`src/rtl/rx_fifo.sv`:
```
// rx_fifo: receive buffer between rx_core and the register/Avalon side.
//
// Each rising edge of rx_done captures rx_data into a DEPTH-entry synchronous
// FIFO, where DEPTH = 2**ADDR_W. The reader pops bytes with rd_req. Each pop
// returns a registered rd_data together with a one-cycle rd_valid pulse in the
// following cycle.
//
// Ports:
//   rx_clk      in   clock shared with rx_core
//   reset_n     in   asynchronous active-low reset
//   rx_data     in   received byte, sampled only on a push cycle
//   rx_done     in   byte-complete level; one push per rising edge
//   rd_req      in   pop request; ignored while empty
//   clr_overrun in   clears the sticky overrun flag
//   rd_data     out  last popped byte (holds between pops)
//   rd_valid    out  one-cycle pulse: rd_data was just updated by a pop
//   empty       out  count == 0
//   full        out  count == DEPTH
//   count       out  stored entries, 0..DEPTH
//   overrun     out  sticky: a byte was dropped because the FIFO was full
module rx_fifo #(
  parameter int DATA_W = 8,
  parameter int ADDR_W = 4
) (
  input  logic              rx_clk,
  input  logic              reset_n,
  input  logic [DATA_W-1:0] rx_data,
  input  logic              rx_done,
  input  logic              rd_req,
  input  logic              clr_overrun,
  output logic [DATA_W-1:0] rd_data,
  output logic              rd_valid,
  output logic              empty,
  output logic              full,
  output logic [ADDR_W:0]   count,
  output logic              overrun
);

  localparam int unsigned          DEPTH     = 2 ** ADDR_W;
  localparam logic [ADDR_W:0]      CNT_FULL  = {1'b1, {ADDR_W{1'b0}}};
  localparam logic [ADDR_W:0]      CNT_ONE   = {{ADDR_W{1'b0}}, 1'b1};
  localparam logic [ADDR_W-1:0]    PTR_ONE   = {{(ADDR_W-1){1'b0}}, 1'b1};

  logic [DATA_W-1:0] r_mem [DEPTH];
  logic [ADDR_W-1:0] r_wr_ptr;
  logic [ADDR_W-1:0] r_rd_ptr;
  logic [ADDR_W:0]   r_count;
  logic [DATA_W-1:0] r_rd_data;
  logic              r_rd_valid;
  logic              r_overrun;
  logic              r_rx_done_d;

  logic w_empty;
  logic w_full;
  logic w_push;
  logic w_pop;
  logic w_push_acc;
  logic w_drop;

  assign w_empty = (r_count == '0);
  assign w_full  = (r_count == CNT_FULL);

  // rx_done_d resets high so that an rx_done already asserted at reset
  // release does not count as a rising edge.
  assign w_push     = rx_done & ~r_rx_done_d;
  // empty comes from the registered count, so a push in the same cycle
  // cannot be read back through a bypass.
  assign w_pop      = rd_req & ~w_empty;
  // When full, a simultaneous pop frees the slot that the push then uses.
  assign w_push_acc = w_push & (~w_full | w_pop);
  assign w_drop     = w_push & w_full & ~w_pop;

  // Storage is intentionally left without a reset.
  always_ff @(posedge rx_clk) begin
    if (w_push_acc) begin
      r_mem[r_wr_ptr] <= rx_data;
    end
  end

  always_ff @(posedge rx_clk or negedge reset_n) begin
    if (!reset_n) begin
      r_rx_done_d <= 1'b1;
      r_wr_ptr    <= '0;
      r_rd_ptr    <= '0;
      r_count     <= '0;
      r_rd_data   <= '0;
      r_rd_valid  <= 1'b0;
      r_overrun   <= 1'b0;
    end else begin
      r_rx_done_d <= rx_done;
      r_rd_valid  <= w_pop;

      if (w_push_acc) begin
        r_wr_ptr <= r_wr_ptr + PTR_ONE;
      end

      if (w_pop) begin
        r_rd_data <= r_mem[r_rd_ptr];
        r_rd_ptr  <= r_rd_ptr + PTR_ONE;
      end

      if (w_push_acc && !w_pop) begin
        r_count <= r_count + CNT_ONE;
      end else if (w_pop && !w_push_acc) begin
        r_count <= r_count - CNT_ONE;
      end

      // A drop in the same cycle as a clear leaves the flag set.
      if (w_drop) begin
        r_overrun <= 1'b1;
      end else if (clr_overrun) begin
        r_overrun <= 1'b0;
      end
    end
  end

  assign rd_data  = r_rd_data;
  assign rd_valid = r_rd_valid;
  assign empty    = w_empty;
  assign full     = w_full;
  assign count    = r_count;
  assign overrun  = r_overrun;

endmodule

```
`config.mk`:
```
export PLATFORM = sky130hd
export DESIGN_NAME = rx_fifo
export DESIGN_NICKNAME = d
export VERILOG_FILES = /design/src/rtl/rx_fifo.sv
export SDC_FILE = /design/constraint.sdc
export NUM_CORES = 1
export LEC_CHECK = 0
export CELL_PAD_IN_SITES_DETAIL_PLACEMENT = 1
export CELL_PAD_IN_SITES_GLOBAL_PLACEMENT = 1
export CORE_UTILIZATION = 50
export DETAILED_ROUTE_END_ITERATION = 8
export PLACE_DENSITY_LB_ADDON = 0.25
export SLEW_MARGIN = 10
export SYNTH_ARGS = -nofsm -noshare
export SYNTH_HDL_FRONTEND = slang
export SYNTH_SLANG_ARGS = --single-unit
```
`constraint.sdc`:
```
create_clock -name rx_clk -period 6.56 [get_ports rx_clk]
set_input_delay 1.312 -clock rx_clk [delete_from_list [all_inputs] [get_ports rx_clk]]
set_output_delay 1.312 -clock rx_clk [all_outputs]
set_load 0.01 [all_outputs]
```
==> results.yml <==
outcome:
  outcome: "complete, but fails checks"
  violations: "design-rule violations"
die:
  rows: 39
  core-area_mm2: 0.01166
  io_pins: 30
  die_w_um: 112.3
  die_area_mm2: 0.01262
  start_util_pct: 52.18
  die_h_um: 112.3
finish:
  post-route-util_pct: 60.89
  n_antenna_cell: 0
  drive_gt1_share_pct: 21.39
  synthToLayoutAreaGrowth_pct: 16.69
  stdcell_count: 503
  fin_nets: 370
pwr:
  p_per_area_mw_per_mm2: 432.7
  p_leak_nw: 2.431
  ir_worst_vdd_v: 0.0002387
critical_path:
  worst_ep_arrival_time_ns: 3.83
  crit_path_end_kind: "register"
  crit_fanout: 18
  worst-setup-path-type: "input port to register"
  required_ns: 6.90
  start_kind: "input port"
cts:
  clock_path_buffers: 2
  root_buffer: "clkbuf_16"
  htreeDepth: 4
  tritoncts: "yes"
  post_cts_resized: 0
  ctsHoldBuffers: 0
  clk_pin_slew_ns: 0.06
  cts-buffers-inserted: 17
  cts.sinks: 152
  clk_latency_ns: 0.43
  cts_setup_buffers: 0
routing:
  vias_per_cell: 5.871
  firstDrtPassIters: 6
  initialDrtViolationCount: 169
  wl_per_cell_um: 24.33
  ant_nets: 0
  vias: 2953
  drc: 6
  wl_mm: 12.24
placement:
  place_ws_ns: 2.641
  port_buffers: 29
  gp_congestion: 0.7457
  dp_cells: 471
  hpwl_mm: 7.925
hold_path:
  hold_class: "register to register"
synthesis:
  synthesis.nets: 331
  synth_top_area_share_pct: 63.16
  syn-cell-area_mm2: 0.006086
  ys_warn_count: 0
  synth-edff-count: 128
  ys_seq_elements: 152
  synth-seq-area-share_pct: 73.05
  yosysTopAreaCell: "edfxtp_1"
  ys_types: 36
  postSynthAreaPerCell_um2: 19.76
  netlist_instances: 308
  synth_area_leaders: "edfxtp_1, mux4_2, dfrtp_1"
  synthArstFlopShare_pct: 15.79
  ys_top_cells_by_count: "edfxtp_1, mux4_2, dfrtp_1"
  synth_ff_type: "edfxtp_1"
  synth.most_common_cell: "edfxtp_1"
sta:
  rsz0062_at_grt: "false"
  finalWorstSetupSlack_ns: 3.076
  max_slew_margin_pct: 16.72
  setup_viol: 0
  finalMaxSlewViolations: 0
  timing.setup.tns_ns: 0
  hold_viol: 0
  fmax_ghz: 0.2870
  clock_skew_ns: 0.006142
  fin_crit_ns: 3.484
  worstMarginPinSlew_ns: 1.247
  worst_hold_slack_ns: 0.4733
  finalCritPeriodShare_pct: 53.11
grt:
  antenna_found_initial: 0
  grt_pass1_wl_mm: 19.38
  grt_max_degree: 35
  grt_usage_pct: 22.08
  first_global_vias: 3235
  overflow: 0
job:
  cap_violations: 0
[layout by cell type, fill, tap and decap left out, types with 5 or more instances in the layout]
cell type / instances
inv_1: 6
clkbuf_16: 17
mux4_2: 33
a211oi_1: 7
dfrtp_1: 23
o22ai_1: 7
mux2i_1: 8
ha_1: 9
nand2_1: 13
clkinv_2: 5
a21o_1: 9
xnor2_1: 9
buf_4: 7
clkdlybuf4s50_1: 28
edfxtp_1: 128
[layer usage]
metal  wire length, µm  share of wire, %  GRT usage [%]  up-vias
met5                 0                 0              0        -
met4               196               1.6          8.622        0
met2              6224                51          36.15       62
li1                  -                 -              -     1326
met1              5366                44          28.45     1548
met3               450               3.7          5.994       17
[power by group]
group / internal, mW / total, mW / switching, mW
clock network: 0.594 / 0.970 / 0.376
registers: 1.16 / 1.28 / 0.121
logic: 0.430 / 0.823 / 0.392
total: 2.18 / 3.07 / 0.890
[critical path: stages]
cell	delay [ns]
clkdlybuf4s50_1	0.51
o21a_1	0.27
clkinv_2	0.28
ha_1	0.28
inv_1	0.16
ha_1	0.30
a21o_1	0.19
a21oi_1	0.16
mux2i_1	0.23
xnor2_1	0.14
[metrics by stage]
stage | instance area (µm²) | power [mW]
2_1_floorplan | 6086 | 1.856
3_3_place_gp | 6505 | 2.097
3_5_place_dp | 6510 | 2.128
4_1_cts | 7097 | 3.106
5_1_grt | 7102 | 3.220
6_report | 7102 | 3.073
[registers in the layout, summed over array words and instances, names as in the netlist]
register / flops
r_mem: 128
r_rx_done_d: 1
rd_valid: 1
r_wr_ptr: 4
r_rd_ptr: 4
count: 5
rd_data: 8
overrun: 1
[area by class of cell]
type | instances | area [µm²]
clock inverters | 13 | 153.9
repair buffers | 36 | 337.8
flip-flops and latches | 152 | 4446
fillers | 997 | 4561
clock buffers | 19 | 432.9
well taps | 143 | 178.9
multi-input cells | 133 | 1525
inverters | 7 | 27.53
[logic make-up after synthesis]
family                   share of synthesized area, %
XOR/XNOR                                        1.439
AND/OR/NAND/NOR                                 4.009
multiplexers                                    13.71
AO/OA/AOI/OAI                                   3.474
flip-flops                                      73.05
buffers and inverters                           2.138
adder cells (fa/ha/maj)                         2.179
[worst paths after layout]
check                           depth (start not counted)       start     endpoint  slack (ns)
worst max-delay path                                   10      rd_req     count[4]        3.08
worst max register to register                         10    count[0]     count[4]        3.50
max in group asynchronous                               1     reset_n  r_rx_done_d        5.31
worst min-delay path                                    1  rd_data[3]   rd_data[3]        0.47
worst min register to register                          1  rd_data[3]   rd_data[3]        0.47
min in group asynchronous                               1     reset_n     count[1]        0.88
(Power assumes the default switching activity.)
